File: src/rtl/pattern_sequencer.sv
// Purpose: pattern memory loaded through a write port, played back with programmable count/hold; plus a free-running divided square wave.
// Latency: first pattern on pat_out one cycle after the edge that samples start; done one cycle after the last hold cycle.
// Backpressure: none; start is ignored outside IDLE, stop aborts a run, writes are accepted whenever not clearing.
// Optional feature: define PATSEQ_LOOP_EN to replay the programmed patterns continuously until stop or rst.
module pattern_sequencer #(
   parameter int WIDTH  = 6,
   parameter int DEPTH  = 16,
   parameter int HOLD_W = 8,
   parameter int HALF_W = 8,
   parameter int AW     = $clog2(DEPTH),
   parameter int CW     = $clog2(DEPTH + 1)
) (
   input  logic              clk,
   input  logic              rst,
   input  logic              wr_en,
   input  logic [AW-1:0]     wr_addr,
   input  logic [WIDTH-1:0]  wr_data,
   input  logic [CW-1:0]     num_pat,
   input  logic [HOLD_W-1:0] hold,
   input  logic              start,
   input  logic              stop,
   input  logic [HALF_W-1:0] half_period,
   output logic [WIDTH-1:0]  pat_out,
   output logic              pat_valid,
   output logic              toggle_out,
   output logic              init_done,
   output logic              busy,
   output logic              done
);

   typedef enum logic [1:0] {
      S_INIT = 2'd0,
      S_IDLE = 2'd1,
      S_PLAY = 2'd2
   } state_t;

   state_t state, state_nxt;

   logic [WIDTH-1:0]  mem [DEPTH];
   logic [AW-1:0]     index;
   logic [AW-1:0]     addr;
   logic [CW-1:0]     count;
   logic [HOLD_W-1:0] hold_eff;
   logic [HOLD_W-1:0] hold_cnt;
   logic [HALF_W-1:0] tog_cnt;
   logic [HALF_W-1:0] half_prev;

   // FSM decode strobes
   logic start_run;
   logic load_first;
   logic hold_dec;
   logic advance;
   logic wrap;
   logic end_run;
   logic abort;

   logic          last_pat;
   logic [AW-1:0] addr_inc;

   assign last_pat  = (CW'(addr) == (count - CW'(1)));
   assign addr_inc  = addr + AW'(1);
   assign init_done = (state != S_INIT);
   assign busy      = (state != S_IDLE);

   // State register
   always_ff @(posedge clk) begin
      if (rst) state <= S_INIT;
      else     state <= state_nxt;
   end

   // Next-state and datapath control decode
   always_comb begin
      state_nxt  = state;
      start_run  = 1'b0;
      load_first = 1'b0;
      hold_dec   = 1'b0;
      advance    = 1'b0;
      wrap       = 1'b0;
      end_run    = 1'b0;
      abort      = 1'b0;
      case (state)
         S_INIT: begin
            if (index == AW'(DEPTH - 1)) state_nxt = S_IDLE;
         end
         S_IDLE: begin
            if (start && (num_pat != '0)) begin
               start_run = 1'b1;
               state_nxt = S_PLAY;
            end
         end
         S_PLAY: begin
            // stop outranks every other playback action
            if (stop) begin
               abort     = 1'b1;
               state_nxt = S_IDLE;
            end else if (!pat_valid) begin
               load_first = 1'b1;
            end else if (hold_cnt != '0) begin
               hold_dec = 1'b1;
            end else if (!last_pat) begin
               advance = 1'b1;
            end else begin
`ifdef PATSEQ_LOOP_EN
               wrap = 1'b1;
`else
               end_run   = 1'b1;
               state_nxt = S_IDLE;
`endif
            end
         end
         default: state_nxt = S_INIT;
      endcase
   end

   // Pattern memory: cleared one word per cycle in INIT, otherwise written from the port
   always_ff @(posedge clk) begin
      if (!rst) begin
         if (state == S_INIT) mem[index] <= '0;
         else if (wr_en)      mem[wr_addr] <= wr_data;
      end
   end

   // Playback datapath: clear index, run parameters, current address and output register
   always_ff @(posedge clk) begin
      if (rst) begin
         index     <= '0;
         addr      <= '0;
         count     <= '0;
         hold_eff  <= '0;
         hold_cnt  <= '0;
         pat_out   <= '0;
         pat_valid <= 1'b0;
         done      <= 1'b0;
      end else begin
         done <= end_run;
         if (state == S_INIT) begin
            index <= (index == AW'(DEPTH - 1)) ? '0 : index + AW'(1);
         end
         if (start_run) begin
            count    <= (num_pat > CW'(DEPTH)) ? CW'(DEPTH) : num_pat;
            hold_eff <= (hold == '0) ? HOLD_W'(1) : hold;
            addr     <= '0;
         end
         if (load_first) begin
            pat_out   <= mem[addr];
            pat_valid <= 1'b1;
            hold_cnt  <= hold_eff - HOLD_W'(1);
         end
         if (hold_dec) begin
            hold_cnt <= hold_cnt - HOLD_W'(1);
         end
         if (advance) begin
            addr     <= addr_inc;
            pat_out  <= mem[addr_inc];
            hold_cnt <= hold_eff - HOLD_W'(1);
         end
         if (wrap) begin
            addr     <= '0;
            pat_out  <= mem[0];
            hold_cnt <= hold_eff - HOLD_W'(1);
         end
         if (end_run || abort) begin
            pat_out   <= '0;
            pat_valid <= 1'b0;
         end
      end
   end

   // Square-wave divider; restarts its count whenever the half period changes
   always_ff @(posedge clk) begin
      if (rst) begin
         tog_cnt    <= '0;
         toggle_out <= 1'b0;
         half_prev  <= half_period;
      end else begin
         half_prev <= half_period;
         if (half_period == '0) begin
            tog_cnt    <= '0;
            toggle_out <= 1'b0;
         end else if (half_period != half_prev) begin
            tog_cnt <= '0;
         end else if (tog_cnt == (half_period - HALF_W'(1))) begin
            tog_cnt    <= '0;
            toggle_out <= ~toggle_out;
         end else begin
            tog_cnt <= tog_cnt + HALF_W'(1);
         end
      end
   end

endmodule
File: config.mk
export PLATFORM = sky130hd
export DESIGN_NAME = pattern_sequencer
export DESIGN_NICKNAME = d
export VERILOG_FILES = /design/src/rtl/pattern_sequencer.sv
export SDC_FILE = /design/constraint.sdc
export NUM_CORES = 1
export LEC_CHECK = 0
export ABC_CLOCK_PERIOD_IN_PS = 3500
export BUFFER_PORTS_ARGS = -buffer_cell sky130_fd_sc_hd__buf_2
export CORE_MARGIN = 2
export CORE_UTILIZATION = 50
export DETAILED_ROUTE_END_ITERATION = 10
export MAX_ROUTING_LAYER = met4
export PLACE_DENSITY = 0.68
export SETUP_SLACK_MARGIN = 0.3
export SYNTH_ARGS = -nofsm -noshare
export SYNTH_HDL_FRONTEND = slang
export SYNTH_SLANG_ARGS = --single-unit
export TNS_END_PERCENT = 30
File: constraint.sdc
create_clock -name clk -period 3.5 [get_ports clk]
set_input_delay 0.7 -clock clk [delete_from_list [all_inputs] [get_ports clk]]
set_output_delay 0.7 -clock clk [all_outputs]
set_load 0.05 [all_outputs]
Word level (Yosys, flattened, before mapping)
Memories as Yosys holds them, arrays and structs flattened. A register that Yosys moved wholly into a read port is not among the register bits.
Index checks and enable logic that the tools add are counted.
Operators by class
  multiplexer cells: 50
  add/sub/neg operators: 7
  equal/unequal tests: 12
  reduce and logical (&&, ||, !) cells: 17
  $lt $le $gt $ge: 1
  bitwise gates (word level): 2
Operators with widths (number)
  8-bit two-way mux: 4
  1-bit two-way mux: 29
  4-bit two-way mux: 6
  8-bit by 1-bit subtractor with 8-bit output (second input constant): 3
  6-bit two-way mux: 3
  8-bit logical NOT: 2
  2-bit two-way mux: 6
  3-bit inequality test (second input constant): 3
  4-bit by 1-bit adder with 4-bit output (second input constant): 2
  8-bit by 1-bit adder with 8-bit output (second input constant): 1
  8-bit == test: 1
  8-bit inequality test: 1
  8-bit nonzero test: 1
  2-bit one-hot mux with 3 select lines: 1
  2-bit nonzero test: 3
  6-bit OR reduction: 1
  4-bit by 5-bit == test with 1-bit output: 1
  5-bit > comparator (second input constant): 1
  5-bit two-way mux: 1
  5-bit AND reduction: 1
  5-bit nonzero test: 1
  5-bit by 1-bit subtractor with 5-bit output (second input constant): 1
  4-bit == test (second input constant): 1
  2-bit by 1-bit inequality test with 1-bit output (second input constant): 2
  11 further kinds: 13
Word-level totals
  output and inout port bits: 11
  memories kept: 1
  register bits after elaboration: 56
  bits in writable memories: 96
Memory list
  mem: words 16, bits a word 6, read ports 2, clocked after Yosys merged registers in 1, wr ports 1, RTL line 39  | logic [WIDTH-1:0] mem [DEPTH];

Logic depth before layout (Yosys ltp)
  depth after elaboration: 10
  gate-level depth with buffers: 9
  depth with buffers taken out: 8

Worst setup path after synthesis
OpenSTA, ideal clock, no wires.
  kind: input -> register
  start: input half_period[2]
  end: register toggle_out
  data arrival time: 2.604 ns
  setup slack: 0.826 ns
  stages on the path: 7
  setup time: 0.070 ns
  data required time: 3.430 ns
  path through: buf_6 or3_4 or4_1 a2111oi_1 nand4_1 or3_1 a21boi_1
On the way
  cells in the longest elaborated chain, start to end: 3
  elaborated cells between the ends (all ways): 7
RTL lines
  from (decl): RTL line 22  | input logic [HALF_W-1:0] half_period,
  8-bit by 1-bit subtractor with 8-bit output / 8-bit inequality test (equally long branches): RTL line 182, 180
  8-bit == test / 1-bit inverter (equally long branches)
  2-bit AND reduction (no line)
  to (signal assigned): RTL line 184  | toggle_out <= ~toggle_out;
  to (decl): RTL line 25  | output logic toggle_out,
Several ways; a longest one is shown, not always the timed one.
A chain may end at the register's enable or synchronous reset.

Worst setup path after layout
  start: register count[0]
  end: register hold_cnt[0]
On the way
  cells in the longest elaborated chain, start to end: 8
  elaborated cells between the ends (all ways): 9
RTL lines
  from (decl): RTL line 42  | logic [CW-1:0] count;
  from (signal assigned): RTL line 140  | count <= (num_pat > CW'(DEPTH)) ? CW'(DEPTH) : num_pat;
  5-bit by 1-bit subtractor with 5-bit output *: RTL line 60  | assign last_pat = (CW'(addr) == (count - CW'(1)));
  4-bit by 5-bit == test with 1-bit output *: RTL line 60
  1-bit two-way mux *: RTL line 100  | end else if (!last_pat) begin
  1-bit two-way mux *: RTL line 98  | end else if (hold_cnt != '0) begin
  1-bit two-way mux *: RTL line 96  | end else if (!pat_valid) begin
  1-bit two-way mux *: RTL line 93  | if (stop) begin
  1-bit two-way mux *: RTL line 81  | case (state)
  3-bit nonzero test (no line) / 8-bit two-way mux (equally long branches)
  to (signal assigned): RTL line 147  | hold_cnt <= hold_eff - HOLD_W'(1);
  to (signal assigned): RTL line 150  | hold_cnt <= hold_cnt - HOLD_W'(1);
  to (signal assigned): RTL line 155  | hold_cnt <= hold_eff - HOLD_W'(1);
  to (decl): RTL line 44  | logic [HOLD_W-1:0] hold_cnt;
Every way passes the cells marked *; elsewhere a longest branch is shown, timed or not.

==> impl_metrics.py <==
metrics = {
    "outcome": {
        "outcome": "finished clean",
    },
    "logic_synthesis": {
        "cell_with_the_most_instances_after_synthesis": "sky130_fd_sc_hd__edfxtp_1",
        "post_synth_most_frequent_cells": "sky130_fd_sc_hd__edfxtp_1 (96), sky130_fd_sc_hd__dfxtp_1 (60), sky130_fd_sc_hd__mux4_2 (54)",
        "yosys.area_share.adder_pct": 1.16,
        "yosysUniqueCellTypes": 55,
        "postSynthRegisterBits": 156,
        "synthesis.nets": 647,
        "post_synth_and_or_nand_nor_area_fraction_pct": 13.7,
        "ys_top_cells_by_area": "sky130_fd_sc_hd__edfxtp_1 (38%), sky130_fd_sc_hd__mux4_2 (16%), sky130_fd_sc_hd__dfxtp_1 (16%)",
        "synth.mux.area_fraction_pct": 16.6,
        "synth_async_sr_flop_share_pct": 0,
        "synth_top_area_share_pct": 38.3,
        "yosys.area.top_type": "sky130_fd_sc_hd__edfxtp_1",
        "synth_top_family_by_area": "multiplexers",
        "post_synthesis_mean_instance_area_um2": 12.5,
        "synth_compound_area_share_pct": 7.57,
        "synth_flop_cell": "sky130_fd_sc_hd__edfxtp_1",
        "yosys_warnings": 0,
        "post_synth_instance_area_mm2": 0.00752,
        "synthesis.instances": 604,
        "synth-xor-area-share_pct": 4.08,
        "synth-edff-count": 96,
        "ys_seq_area_share_pct": 54.3,
    },
    "clock_network": {
        "cts.path.max_buffers": 2,
        "post-cts-setup-buffers": 0,
        "insertion_delay_of_the_later_clocked_pin_in_the_worst_skew_pair_ps": 430,
        "htreeDepth": 4,
        "numCtsBuffers": 17,
        "cts.repair.resized": 0,
        "cts_tree": "done",
        "sink_count": 156,
        "cts_hold_buf": 0,
        "cts.root.buffer_cell": "sky130_fd_sc_hd__clkbuf_16",
        "path_clk_slew_ps": 60,
    },
    "power": {
        "power_report.internal_total_mw": 2.99,
        "power_density_mw_per_mm2": 453,
        "share_comb_of_total_power_pct": 3.3,
        "power_frac_clock_pct": 45.5,
        "p_leak_nw": 2.96,
        "seq_power_share_pct": 51.2,
        "switching_share_pct": 22.2,
        "worst_voltage_drop_across_the_vdd_grid_mv": 0.404,
        "p_sw_mw": 0.852,
    },
    "layout": {
        "regArea_mm2": 0.00408,
        "number_of_fill_cells": 1145,
        "drive_gt1_share_pct": 22.4,
        "synthToLayoutAreaGrowth_pct": 12.8,
        "multi_input_comb_area_mm2": 0.00324,
        "fin_nets": 687,
    },
    "global_route": {
        "grt_util_met3_pct": 6.83,
        "groute.layer.met2.usage_pct": 35.6,
        "grt_util_met1_pct": 29.6,
        "number_of_antenna_violations_at_the_first_check_in_global_routing": 2,
        "groute.usage.overall_pct": 22.9,
        "wire_length_of_the_first_global_routing_pass_mm": 26.9,
        "grt_busiest_layer": "met2",
        "grt_max_degree": 43,
        "overflow": 0,
        "first_global_vias": 4968,
    },
    "die": {
        "initial_core_util_pct": 51.6,
        "fp.coreArea_mm2": 0.0146,
        "fp.dieArea_mm2": 0.0160,
        "boundaryPins": 47,
        "rows": 44,
        "die_w_um": 127,
        "fp.dieH_um": 127,
    },
    "timing": {
        "grt_setup_unrepaired": "no",
        "fin_tns_setup_ps": 0,
        "timing_max_transition_violations_final": 0,
        "setup_viols_final": 0,
        "final.min_clock_period_ps": 2700,
        "fin_worst_skew_ps": 11.3,
        "final.period_utilization_pct": 77.1,
        "timing.slew.headroom_pct": 32.0,
        "timing_worst_slew_pin_value_ps": 1020,
        "fmaxAchievable_mhz": 371,
        "hold-worst-slack_ps": 435,
        "final_hold_viol_count": 0,
    },
    "place": {
        "post-dp-hpwl_mm": 11.8,
        "io_buffers": 46,
        "gp_congestion": 0.913,
    },
    "setup_path": {
        "regToRegSetupSlack_ps": 800,
        "cp-start-kind": "flop",
        "crit_arrival_ps": 3040,
        "cp_max_fo": 11,
        "reg2reg_depth": 8,
        "path_class": "flop to flop",
        "critical_path_required_ps": 3840,
        "r2r_start": "count[0]$_SDFFE_PP0P_",
        "critPathCaptureType": "flop",
        "r2r-end": "hold_cnt[0]$_SDFFE_PP0P_",
        "timing.critical_path.from": "count[0]$_SDFFE_PP0P_",
        "critical_path.endpoint": "hold_cnt[0]$_SDFFE_PP0P_",
    },
    "drt": {
        "drt_pass1_iterations": 7,
        "drc": 0,
        "route.antenna.remaining_nets": 0,
        "via_per_inst": 6.05,
        "via_count": 5105,
        "detail_route.wl_per_cell_um": 19.9,
        "finalWirelength_mm": 16.8,
        "drtIter0Drc": 465,
    },
    "run": {
        "maxCapViolations": 0,
    },
    "worst_hold_path": {
        "hold_path.class": "input port to flop",
    },
}
worst max-delay path, cell delays in order (launching register included):
cell and delay (ps):
sky130_fd_sc_hd__dfxtp_1 390, sky130_fd_sc_hd__inv_1 60, sky130_fd_sc_hd__ha_1 240, sky130_fd_sc_hd__o21ba_2 210, sky130_fd_sc_hd__a221o_1 360, sky130_fd_sc_hd__a211o_1 360
sky130_fd_sc_hd__o21ai_1 640, sky130_fd_sc_hd__nor2_1 110, sky130_fd_sc_hd__a221oi_1 240
cells by family (layout without fill, tap and decap cells):
| group | after synthesis | in the layout |
|---|---|---|
| flip-flops | 156 | 156 |
| multiplexers | 57 | 57 |
| XOR/XNOR | 35 | 35 |
| adder cells (fa/ha/maj) | 7 | 7 |
| other | 0 | 3 |
| AND/OR/NAND/NOR | 206 | 206 |
| AO/OA/AOI/OAI | 93 | 93 |
| buffers and inverters | 50 | 103 |
state kept, by name (all words and copies together) (netlist names), named ones only:
register    cells
mem            96
half_prev       8
hold_cnt        8
hold_eff        8
tog_cnt         8
pat_out         6
count           5
addr            4
index           4
state           2
done            1
pat_valid       1
toggle_out      1
power groups by stage:
stage                     clock network [mW]  logic, mW  registers, mW
after detailed placement                   0      0.125           2.01
after floorplan                            0     0.0786           2.00
after global routing                    1.86      0.138           1.97
after global placement                     0      0.122           2.00
final                                   1.75      0.126           1.97
after CTS                               1.77      0.126           1.97
layout by cell type (no fill, tap or decap), types with 7 or more instances in the layout:
cell type	netlist	routed
sky130_fd_sc_hd__clkbuf_16	0	18
sky130_fd_sc_hd__nor2_1	53	53
sky130_fd_sc_hd__nand3_1	15	15
sky130_fd_sc_hd__xnor2_1	24	24
sky130_fd_sc_hd__nor3_1	16	16
sky130_fd_sc_hd__and2_1	8	8
sky130_fd_sc_hd__buf_2	3	46
sky130_fd_sc_hd__a31oi_1	15	15
sky130_fd_sc_hd__mux4_2	54	54
sky130_fd_sc_hd__o21ai_0	13	13
sky130_fd_sc_hd__a21oi_1	39	39
sky130_fd_sc_hd__and3_1	8	8
sky130_fd_sc_hd__ha_1	7	7
sky130_fd_sc_hd__buf_4	0	8
sky130_fd_sc_hd__edfxtp_1	96	96
sky130_fd_sc_hd__dfxtp_1	60	60
sky130_fd_sc_hd__xor2_1	11	11
sky130_fd_sc_hd__nand2_1	51	51
sky130_fd_sc_hd__nand2b_1	11	11
sky130_fd_sc_hd__nor4_1	11	11
sky130_fd_sc_hd__inv_1	17	17
area by class of cell:
type / count / share of cell area [%]
Clock inverter: 13 / 1.21
Inverter: 17 / 0.752
Sequential cell: 156 / 48.2
Multi-Input combinational cell: 398 / 38.2
Timing Repair Buffer: 54 / 3.42
Tap cell: 184 / 2.71
Clock buffer: 19 / 5.47
Antenna cell: 3 / 0.0885
routing by layer:
metal | vias to the layer above | part of all wire [%]
li1 | 2386 | -
met1 | 2515 | 42
met2 | 175 | 49
met3 | 29 | 7.6
met4 | 0 | 1.6
met5 | - | 0
how the worst min path moves through the flow:
stage	startpoint	end	slack [ps]	cells after the start
floorplan	count[1]$_SDFFE_PP0P_	count[1]$_SDFFE_PP0P_	450	2
global placement	hold_cnt[7]$_SDFFE_PP0P_	hold_cnt[7]$_SDFFE_PP0P_	470	2
detailed placement	hold_cnt[7]$_SDFFE_PP0P_	hold_cnt[7]$_SDFFE_PP0P_	470	2
CTS	half_period[5]	half_prev[5]$_DFF_P_	420	1
global route	half_period[5]	half_prev[5]$_DFF_P_	420	1
finish	half_period[5]	half_prev[5]$_DFF_P_	430	1
metrics by stage:
step	power (mW)	utilization [%]	cell area, um2	setup WS, ps	instances
2_1_floorplan	2.08	-	7520	826	604
4_1_cts	3.86	58.1	8470	812	841
5_1_grt	3.97	58.1	8480	639	843
6_report	3.84	58.1	8480	803	844
3_3_place_gp	2.13	54.2	7910	683	809
3_5_place_dp	2.13	54.2	7910	655	809
(Power assumes the default switching activity.)
